File: config.mk
export PLATFORM = sky130hd
export DESIGN_NAME = stack_op_sequencer_flat
export DESIGN_NICKNAME = d
export VERILOG_FILES = /design/src/rtl/stack_seq_pkg.sv /design/src/rtl/stack_seq_if.sv /design/src/rtl/stack_seq_alu.sv /design/src/rtl/stack_op_sequencer.sv /design/src/flat_wrapper.sv
export SDC_FILE = /design/constraint.sdc
export NUM_CORES = 1
export LEC_CHECK = 0
export CAP_MARGIN = 25
export CORE_ASPECT_RATIO = 0.5
export CORE_MARGIN = 2
export CORE_UTILIZATION = 54
export CTS_BUF_LIST = sky130_fd_sc_hd__clkbuf_16
export CTS_CLUSTER_SIZE = 10
export DETAILED_ROUTE_END_ITERATION = 8
export HOLD_SLACK_MARGIN = 0.03
export PLACE_DENSITY_LB_ADDON = 0.1
export SETUP_SLACK_MARGIN = 0.3
export SLEW_MARGIN = 5
export SYNTH_ARGS = -nofsm -noshare
export SYNTH_HDL_FRONTEND = slang
export SYNTH_HIERARCHICAL = 1
export SYNTH_SLANG_ARGS = --single-unit
File: constraint.sdc
create_clock -name clk -period 3.2 [get_ports clk]
set_input_delay 0.64 -clock clk [delete_from_list [all_inputs] [get_ports clk]]
set_output_delay 0.64 -clock clk [all_outputs]
set_load 0.05 [all_outputs]
File: src/rtl/stack_seq_pkg.sv
// Shared opcodes, FSM state encoding and default sizes for the stack command sequencer.
// Also holds the operand-count decode used by the IDLE legality check.
package stack_seq_pkg;

  localparam int DATA_W_DEF = 8;
  localparam int DEPTH_DEF  = 32;
  localparam int PTR_W_DEF  = 6;

  localparam logic [2:0] OP_NOP  = 3'b000;
  localparam logic [2:0] OP_PUSH = 3'b001;
  localparam logic [2:0] OP_POP  = 3'b010;
  localparam logic [2:0] OP_TOP  = 3'b011;
  localparam logic [2:0] OP_ADD  = 3'b100;
  localparam logic [2:0] OP_SUB  = 3'b101;
  localparam logic [2:0] OP_AND  = 3'b110;
  localparam logic [2:0] OP_NOT  = 3'b111;

  typedef enum logic [2:0] {
    S_IDLE, S_RD_A, S_POP_A, S_RD_B, S_POP_B, S_PUSH_R, S_RESP
  } state_t;

  // Number of stack entries an opcode consumes before it can execute.
  function automatic logic [1:0] operands_needed(input logic [2:0] op);
    case (op)
      OP_POP, OP_TOP, OP_NOT: operands_needed = 2'd1;
      OP_ADD, OP_SUB, OP_AND: operands_needed = 2'd2;
      default:                operands_needed = 2'd0;
    endcase
  endfunction

endpackage

File: src/rtl/stack_seq_if.sv
// Command/response handshake between a command source and the stack sequencer.
// The source is the master; the sequencer is the slave.
interface stack_seq_if
  import stack_seq_pkg::*;
#(
  parameter int DATA_W = DATA_W_DEF
);
  logic              cmd_valid;
  logic              cmd_ready;
  logic [2:0]        cmd_op;
  logic [DATA_W-1:0] cmd_imm;
  logic              rsp_valid;
  logic [DATA_W-1:0] rsp_data;
  logic              rsp_err;

  modport master (
    output cmd_valid, cmd_op, cmd_imm,
    input  cmd_ready, rsp_valid, rsp_data, rsp_err
  );

  modport slave (
    input  cmd_valid, cmd_op, cmd_imm,
    output cmd_ready, rsp_valid, rsp_data, rsp_err
  );
endinterface

File: src/rtl/stack_seq_alu.sv
// Combinational ALU for the sequencer: opB is the second element, opA the top of stack.
// Results wrap modulo 2**DATA_W; opcodes that do not compute return zero.
module stack_seq_alu
  import stack_seq_pkg::*;
#(
  parameter int DATA_W = DATA_W_DEF
) (
  input  logic [2:0]        op,
  input  logic [DATA_W-1:0] op_a,
  input  logic [DATA_W-1:0] op_b,
  output logic [DATA_W-1:0] result
);
  always_comb begin
    result = '0;
    case (op)
      OP_ADD:  result = op_b + op_a;
      OP_SUB:  result = op_b - op_a;
      OP_AND:  result = op_b & op_a;
      OP_NOT:  result = ~op_a;
      default: result = '0;
    endcase
  end
endmodule

File: src/rtl/stack_op_sequencer.sv
// Runs push/pop/tos strobe sequences against an external stack for one command at a time,
// keeping a shadow depth so overflow/underflow are reported instead of silently dropped.
module stack_op_sequencer
  import stack_seq_pkg::*;
#(
  parameter int DATA_W = DATA_W_DEF,
  parameter int DEPTH  = DEPTH_DEF,
  parameter int PTR_W  = PTR_W_DEF
) (
  input  logic              clk,
  input  logic              rst,
  stack_seq_if.slave        cmd,
  output logic              stk_push,
  output logic              stk_pop,
  output logic              stk_tos,
  output logic [DATA_W-1:0] stk_din,
  input  logic [DATA_W-1:0] stk_dout,
  output logic [PTR_W-1:0]  depth
);
  state_t            state;
  logic [2:0]        op_q;
  logic [DATA_W-1:0] op_a;
  logic [DATA_W-1:0] op_b;
  logic [DATA_W-1:0] alu_res;
  logic              ready_q;
  logic              rsp_valid_q;
  logic              rsp_err_q;
  logic [DATA_W-1:0] rsp_data_q;
  logic              illegal;

  assign cmd.cmd_ready = ready_q;
  assign cmd.rsp_valid = rsp_valid_q;
  assign cmd.rsp_err   = rsp_err_q;
  assign cmd.rsp_data  = rsp_data_q;
  assign stk_tos       = (state == S_RD_A) || (state == S_RD_B);

  assign illegal = (PTR_W'(operands_needed(cmd.cmd_op)) > depth) ||
                   ((cmd.cmd_op == OP_PUSH) && (depth == PTR_W'(DEPTH)));

  stack_seq_alu #(.DATA_W(DATA_W)) u_alu (
    .op     (op_q),
    .op_a   (op_a),
    .op_b   (op_b),
    .result (alu_res)
  );

  // Operand capture has no reset: it is always written before it is read.
  always_ff @(posedge clk) begin
    if (state == S_RD_A) op_a <= stk_dout;
    if (state == S_RD_B) op_b <= stk_dout;
  end

  always_ff @(posedge clk or posedge rst) begin
    if (rst) begin
      state       <= S_IDLE;
      op_q        <= OP_NOP;
      ready_q     <= 1'b1;
      rsp_valid_q <= 1'b0;
      rsp_err_q   <= 1'b0;
      rsp_data_q  <= '0;
      stk_push    <= 1'b0;
      stk_pop     <= 1'b0;
      stk_din     <= '0;
      depth       <= '0;
    end else begin
      stk_push    <= 1'b0;
      stk_pop     <= 1'b0;
      rsp_valid_q <= 1'b0;
      rsp_err_q   <= 1'b0;
      // Depth tracks the strobe cycle that just completed.
      if (stk_push)     depth <= depth + PTR_W'(1);
      else if (stk_pop) depth <= depth - PTR_W'(1);

      case (state)
        S_IDLE: begin
          if (cmd.cmd_valid) begin
            ready_q    <= 1'b0;
            op_q       <= cmd.cmd_op;
            rsp_data_q <= '0;
            if (illegal) begin
              state       <= S_RESP;
              rsp_valid_q <= 1'b1;
              rsp_err_q   <= 1'b1;
            end else if (cmd.cmd_op == OP_NOP) begin
              state       <= S_RESP;
              rsp_valid_q <= 1'b1;
            end else if (cmd.cmd_op == OP_PUSH) begin
              state    <= S_PUSH_R;
              stk_push <= 1'b1;
              stk_din  <= cmd.cmd_imm;
            end else begin
              state <= S_RD_A;
            end
          end
        end
        S_RD_A: begin
          if (op_q == OP_TOP) begin
            state       <= S_RESP;
            rsp_valid_q <= 1'b1;
            rsp_data_q  <= stk_dout;
          end else begin
            state   <= S_POP_A;
            stk_pop <= 1'b1;
          end
        end
        S_POP_A: begin
          if (op_q == OP_POP) begin
            state       <= S_RESP;
            rsp_valid_q <= 1'b1;
            rsp_data_q  <= op_a;
          end else if (op_q == OP_NOT) begin
            state    <= S_PUSH_R;
            stk_push <= 1'b1;
            stk_din  <= alu_res;
          end else begin
            state <= S_RD_B;
          end
        end
        S_RD_B: begin
          state   <= S_POP_B;
          stk_pop <= 1'b1;
        end
        S_POP_B: begin
          state    <= S_PUSH_R;
          stk_push <= 1'b1;
          stk_din  <= alu_res;
        end
        S_PUSH_R: begin
          state       <= S_RESP;
          rsp_valid_q <= 1'b1;
          rsp_data_q  <= (op_q == OP_PUSH) ? '0 : stk_din;
        end
        S_RESP: begin
          state   <= S_IDLE;
          ready_q <= 1'b1;
        end
        default: begin
          state   <= S_IDLE;
          ready_q <= 1'b1;
        end
      endcase
    end
  end
endmodule

File: src/flat_wrapper.sv
// flat-port wrapper written by rule: the top's interface ports become plain ports
module stack_op_sequencer_flat import stack_seq_pkg::*;
#(
  parameter int DATA_W = DATA_W_DEF,
  parameter int DEPTH  = DEPTH_DEF,
  parameter int PTR_W  = PTR_W_DEF
)
  (clk, rst, stk_push, stk_pop, stk_tos, stk_din, stk_dout, depth, cmd_cmd_valid, cmd_cmd_op, cmd_cmd_imm, cmd_cmd_ready, cmd_rsp_valid, cmd_rsp_data, cmd_rsp_err);
  stack_seq_if #(.DATA_W(DATA_W)) cmd_i ();
  input  logic clk;
  input  logic rst;
  output logic stk_push;
  output logic stk_pop;
  output logic stk_tos;
  output logic [DATA_W-1:0] stk_din;
  input  logic [DATA_W-1:0] stk_dout;
  output logic [PTR_W-1:0] depth;
  input wire logic [$bits(cmd_i.cmd_valid)-1:0] cmd_cmd_valid;
  input wire logic [$bits(cmd_i.cmd_op)-1:0] cmd_cmd_op;
  input wire logic [$bits(cmd_i.cmd_imm)-1:0] cmd_cmd_imm;
  output wire logic [$bits(cmd_i.cmd_ready)-1:0] cmd_cmd_ready;
  output wire logic [$bits(cmd_i.rsp_valid)-1:0] cmd_rsp_valid;
  output wire logic [$bits(cmd_i.rsp_data)-1:0] cmd_rsp_data;
  output wire logic [$bits(cmd_i.rsp_err)-1:0] cmd_rsp_err;
  assign cmd_i.cmd_valid = cmd_cmd_valid;
  assign cmd_i.cmd_op = cmd_cmd_op;
  assign cmd_i.cmd_imm = cmd_cmd_imm;
  assign cmd_cmd_ready = cmd_i.cmd_ready;
  assign cmd_rsp_valid = cmd_i.rsp_valid;
  assign cmd_rsp_data = cmd_i.rsp_data;
  assign cmd_rsp_err = cmd_i.rsp_err;
  stack_op_sequencer #(.DATA_W(DATA_W), .DEPTH(DEPTH), .PTR_W(PTR_W)) u_core (.clk(clk), .rst(rst), .cmd(cmd_i), .stk_push(stk_push), .stk_pop(stk_pop), .stk_tos(stk_tos), .stk_din(stk_din), .stk_dout(stk_dout), .depth(depth));
endmodule
[Yosys cells after proc, flatten, opt, wreduce, memory -nomap -nowiden]
Cells that the tools add are included.
Cells by class
  equality and inequality tests: 28
  reduce and logical (&&, ||, !) cells: 15
  add/sub/neg operators: 4
  mux-type cells: 44
  magnitude comparators: 1
  bitwise gates (word level): 3
Operator list (count)
  2-to-1 mux 8 bit: 10
  case mux 8 bit (4 select lines): 2
  equality test 3 bit (second input constant): 10
  case mux 8 bit (3 select lines): 1
  2-to-1 mux 3 bit: 7
  equality test 3 x 2 -> 1 bit (second input constant): 6
  case mux 3 bit (6 select lines): 1
  2-to-1 mux 1 bit: 16
  2-to-1 mux 6 bit: 2
  != test 2 bit (second input constant): 5
  equality test 3 x 1 -> 1 bit (second input constant): 3
  adder 8 bit: 1
  AND 8 bit: 1
  NOT 8 bit: 1
  subtractor 8 bit: 1
  AND reduction 7 bit: 1
  adder 6 x 1 -> 6 bit (second input constant): 1
  equality test 6 bit (second input constant): 1
  > comparator 2 x 6 -> 1 bit: 1
  zero test 3 bit: 2
  != test 2 x 1 -> 1 bit (second input constant): 3
  OR reduction 3 bit: 2
  subtractor 6 x 1 -> 6 bit (second input constant): 1
  OR reduction 5 bit: 1
  other kinds (12): 15
Word-level totals
  bits in registers: 49

[Longest topological paths before layout]
Gate-level depths: netlist (run 1).
  word-level depth: 8
  depth in mapped cells: 12
  depth with buffers taken out: 12

[Cells and area by module]
The synthesis (run 1) kept the hierarchy.
Modules (own cells, without submodules)
  stack_op_sequencer: times used 1, seq. area each 1307.5 sq um, cells an instance 211, area an instance 2456.1 sq um
  stack_seq_alu: times used 1, seq. area each 0.0 sq um, cells an instance 95, area an instance 673.1 sq um

[Least setup slack after synthesis (run 1)]
Ideal clock, no wire load.
  path kind: reg2reg
  start: reg u_core.op_q[2]
  end: reg u_core.stk_din[4]
  arrival: 2.573 ns
  setup slack: 0.500 ns
  data required time: 3.072 ns
  library setup time: 0.128 ns
  clock period less this slack: 2.700 ns
  cell stages (with the launch flop): 11
  path through: dfrtp_1 -> and3b_2 -> buf_6 -> mux2i_1 -> fa_1 -> a21o_1 -> a21oi_1 -> xnor2_1 -> o211a_1 -> mux2_2 -> mux2_1
On the way
  word-level cells in the longest chain between the ends: 5
  elaborated cells between the ends (all ways): 12
  classes of those cells: eq/ne (7); mux (4); reduce/logical (1)
RTL lines
  from (decl): RTL line stack_op_sequencer.sv:21  | logic [2:0] op_q;
  from (signal assigned): RTL line stack_op_sequencer.sv:78  | op_q <= cmd.cmd_op;
  equality test 3 bit: RTL line stack_seq_alu.sv:15  | case (op)
  case mux 8 bit (4 select lines) *: RTL line stack_seq_alu.sv:15
  named net u_core.alu_res[4]: RTL line stack_op_sequencer.sv:24  | logic [DATA_W-1:0] alu_res;
  2-to-1 mux 8 bit: RTL line stack_op_sequencer.sv:111  | end else if (op_q == OP_NOT) begin
  2-to-1 mux 8 bit: RTL line stack_op_sequencer.sv:107  | if (op_q == OP_POP) begin
  case mux 8 bit (3 select lines) *: RTL line stack_op_sequencer.sv:74  | case (state)
  to (signal assigned): RTL line stack_op_sequencer.sv:90  | stk_din <= cmd.cmd_imm;
  to (signal assigned): RTL line stack_op_sequencer.sv:114  | stk_din <= alu_res;
  to (signal assigned): RTL line stack_op_sequencer.sv:126  | stk_din <= alu_res;
  to (decl): RTL line stack_op_sequencer.sv:16  | output logic [DATA_W-1:0] stk_din,
The timed path passes the listed nets; every way through them passes the cells marked *. The select of a mux whose other input is x is not followed.
A chain may end at the register's enable or synchronous reset.

[Worst setup path in the final report (run 1)]
  start: reg u_core.op_a[1]
  end: reg u_core.stk_din[5]
On the way
  word-level cells in the longest chain between the ends: 5
  elaborated cells between the ends (all ways): 6
  classes of those cells: add/sub (2); mux (4)
RTL lines
  from (decl): RTL line stack_op_sequencer.sv:22  | logic [DATA_W-1:0] op_a;
  from (signal assigned): RTL line stack_op_sequencer.sv:49  | if (state == S_RD_A) op_a <= stk_dout;
  subtractor 8 bit or adder 8 bit (tied branches): RTL line stack_seq_alu.sv:17, stack_seq_alu.sv:16
  case mux 8 bit (4 select lines) *: RTL line stack_seq_alu.sv:15
  named net u_core.alu_res[5]: RTL line stack_op_sequencer.sv:24
  2-to-1 mux 8 bit: RTL line stack_op_sequencer.sv:111
  2-to-1 mux 8 bit: RTL line stack_op_sequencer.sv:107
  case mux 8 bit (3 select lines) *: RTL line stack_op_sequencer.sv:74
Marks and branches as above.

==> results of run 1 <==
## report_power, final
group	internal, mW	total (mW)	switching [mW]	leakage [nW]
Combinational	1.15	2.84	1.69	0.995
Sequential	0.879	1.10	0.223	0.562
Clock	0.291	0.533	0.242	0.0738
Total	2.32	4.48	2.16	1.63
## final timing paths
kind                                           to  slack [ps]  cells after the start
max                             u_core/stk_din[5]         400                     11
min                        u_core/cmd.rsp_data[1]         500                      1
max reg2reg                     u_core/stk_din[5]         400                     11
min reg2reg                u_core/cmd.rsp_data[1]         500                      1
max in group asynchronous    u_core/cmd.cmd_ready        2120                      3
min in group asynchronous  u_core/cmd.rsp_data[6]         740                      3
## layout make-up
class                           instances  area [µm²]  share of cell area (%)
Timing Repair Buffer                   70         656                    16.4
Tap cell                               73        91.3                    2.28
Clock buffer                            5         125                    3.13
Inverter                               14        52.6                    1.31
Clock inverter                          3        22.5                   0.563
Multi-Input combinational cell        232        1750                    43.7
Sequential cell                        49        1310                    32.7
## placed cells by master (no fill, tap or decap), types with 10 or more instances in the layout
cell              n
a21oi_1          27
buf_4            19
clkdlybuf4s50_1  49
dfrtp_1          32
edfxtp_1         16
ha_1             15
inv_1            14
mux2_2           12
nand2_1          17
nand3_1          10
nor2_1           22
o21ai_0          14
xnor2_1          13
## logic make-up after synthesis
logic type,after synthesis
compound gates,94
xor+xnor,17
fa+ha+maj,17
buf+inv,25
flops,49
mux,22
simple gates,82
## per-layer routing
metal	wire length, µm	vias up	GRT usage, %
met1	3560	1316	35.1
met4	31	0	6.70
met3	574	4	4.60
li1	-	1257	-
met2	3830	81	39.1
met5	0	-	0
## flip-flops by register name, indices dropped and copies added (netlist names)
name and cells:
u_core/cmd.rsp_data 8, u_core/op_a 8, u_core/op_b 8, u_core/stk_din 8, u_core/depth 6, u_core/op_q 3
u_core/state 3, u_core/cmd.cmd_ready 1, u_core/cmd.rsp_err 1, u_core/cmd.rsp_valid 1, u_core/stk_pop 1, u_core/stk_push 1
## metrics by stage
step	area [µm²]	power, mW	worst slack (ps)	hold slack [ps]
floorplan	3130	3.05	500	617
global placement	3700	3.70	420	476
detailed placement	3700	3.78	360	477
CTS	3850	4.33	367	498
global route	4000	4.76	255	512
finish	4000	4.48	397	498
## timing repair
| item | 4_1_cts | 5_1_grt |
|---|---|---|
| endpoints found under the hold margin | 0 | 0 |
| setup buffers | 0 | 14 |
| setup endpoints to repair | 0 | 4 |
| resized for setup | 0 | 13 |
==> results.py, run 1 <==
metrics = {
    "yosys": {
        "synthTopCellsByCount": "dfrtp_1, a21oi_1, nor2_1, nand2_1, edfxtp_1",
        "yosys.area.top_type": "dfrtp_1",
        "synthArstFlopShare_pct": 67.3,
        "syn_nets": 345,
        "netlist_instances": 306,
        "synth.avg_cell_area_um2": 10.2,
        "yosysSeqAreaShare_pct": 41.8,
        "dominantRegCellSynth": "dfrtp_1",
        "synth-compound-area-share_pct": 20.6,
        "ys_top_cells_by_area": "dfrtp_1, edfxtp_1, ha_1",
        "synth-seq-cells": 49,
        "synth.top_cell.area_share_pct": 25.6,
        "synth_top_family_by_area": "compound AO/OA/AOI/OAI gates",
        "yosys.area_share.xor_xnor_pct": 4.76,
        "synth_simple_gate_area_share_pct": 14.0,
        "synth_edf_count": 16,
        "synth_fa_ha_area_share_pct": 7.28,
        "synth.cell_area_mm2": 0.00313,
        "synth_cell_types": 54,
        "ys_warn_count": 6,
        "synthMuxAreaShare_pct": 7.84,
        "yosysMostFrequentCell": "dfrtp_1",
    },
    "timing": {
        "fmax_mhz": 357,
        "tightest_slew_ps": 827,
        "finalSetupViolations": 0,
        "finalHoldViolCount": 0,
        "rsz0062_at_grt": "yes",
        "fin_tns_setup_ps": 0,
        "period_share_pct": 87.6,
        "fin_skew_ps": 6.88,
        "drv_slew": 0,
        "slew_headroom_pct": 44.7,
        "fin_crit_ps": 2800,
    },
    "clocking": {
        "clockBufferDepth": 2,
        "cts_tree": "built",
        "clock_latency_ps": 290,
        "cts.clk_slew.worst_paths_ps": 70,
        "clock-sinks": 49,
        "cts_buffers": 5,
        "cts-hold-fix-buffers": 0,
        "root_buffer": "clkbuf_16",
        "h-tree-depth": 2,
    },
    "placement": {
        "gp_congestion": 0.847,
        "port_buffers": 49,
        "place_inst": 424,
        "hpwlAfterDp_mm": 5.70,
    },
    "critical_path": {
        "cpMostUsedCell": "a21oi_1",
        "critPathMaxFanout": 7,
        "worstSetupPathType": "reg2reg",
        "rr_startpoint": "u_core/op_a[1]",
        "worst-path-buf-inv": 1,
        "cpMaxStageDelayCell": "edfxtp_1",
        "critical_path.top_delay_family": "multiplexers",
        "slowest_delay_ps": 450,
        "startpoint_type": "flip-flop",
        "worstPathArrival_ps": 2980,
        "required_ps": 3370,
        "cp-startpoint": "u_core/op_a[1]",
        "crit_chain": "inv_1 > ha_1 > a21oi_1 > xnor2_1 > ha_1 > a21oi_1 > nor2b_1 > xor2_1 > a21oi_1 > mux2_2 > mux2_1",
        "cp-end-kind": "flip-flop",
    },
    "global_routing": {
        "grt_pass1_vias": 2536,
        "grt_overflow_total": 0,
        "grt_max_degree": 34,
        "grt_usage_pct": 24.5,
        "antenna_found_initial": 0,
        "grt_first_pass_wirelength_mm": 12.5,
    },
    "floorplan": {
        "die_y_um": 57.8,
        "start_util_pct": 56.5,
        "rows": 19,
        "die_x_um": 112,
        "core_area_mm2": 0.00554,
        "pin_count": 50,
        "design.die.area_mm2": 0.00646,
    },
    "pwr": {
        "powerDensity_mw_per_mm2": 1120,
        "leakage_nw": 1.63,
        "ir_worst_vdd_uv": 775,
    },
    "routing": {
        "drt-pass1-iter-count": 4,
        "via_per_inst": 5.96,
        "wl_per_cell_um": 17.9,
        "routed_wl_mm": 8.00,
        "ant_nets": 0,
        "drtIter0Drc": 266,
        "drc": 0,
        "vias": 2658,
    },
    "finish": {
        "area_growth_pct": 27.9,
        "fin_cells": 446,
        "drive_gt1_share_pct": 16.6,
        "fin_nets": 411,
        "final_core_util_pct": 72.3,
        "fillers": 420,
        "antennaDiodeCount": 0,
    },
    "hold_path": {
        "hp-start": "u_core/cmd.rsp_data[1]",
        "hp-class": "reg2reg",
    },
    "run_status": {
        "status": "complete, no violations",
    },
    "job": {
        "drv_cap": 0,
    },
}
Note: power is estimated with default switching activity, not from simulation.
==> run 2: changes to the inputs <==
Settings changed: CTS_CLUSTER_SIZE 10 to 40.
==> results of run 2 <==
The final DEF is identical to that of run 1; final timing and power are the same.
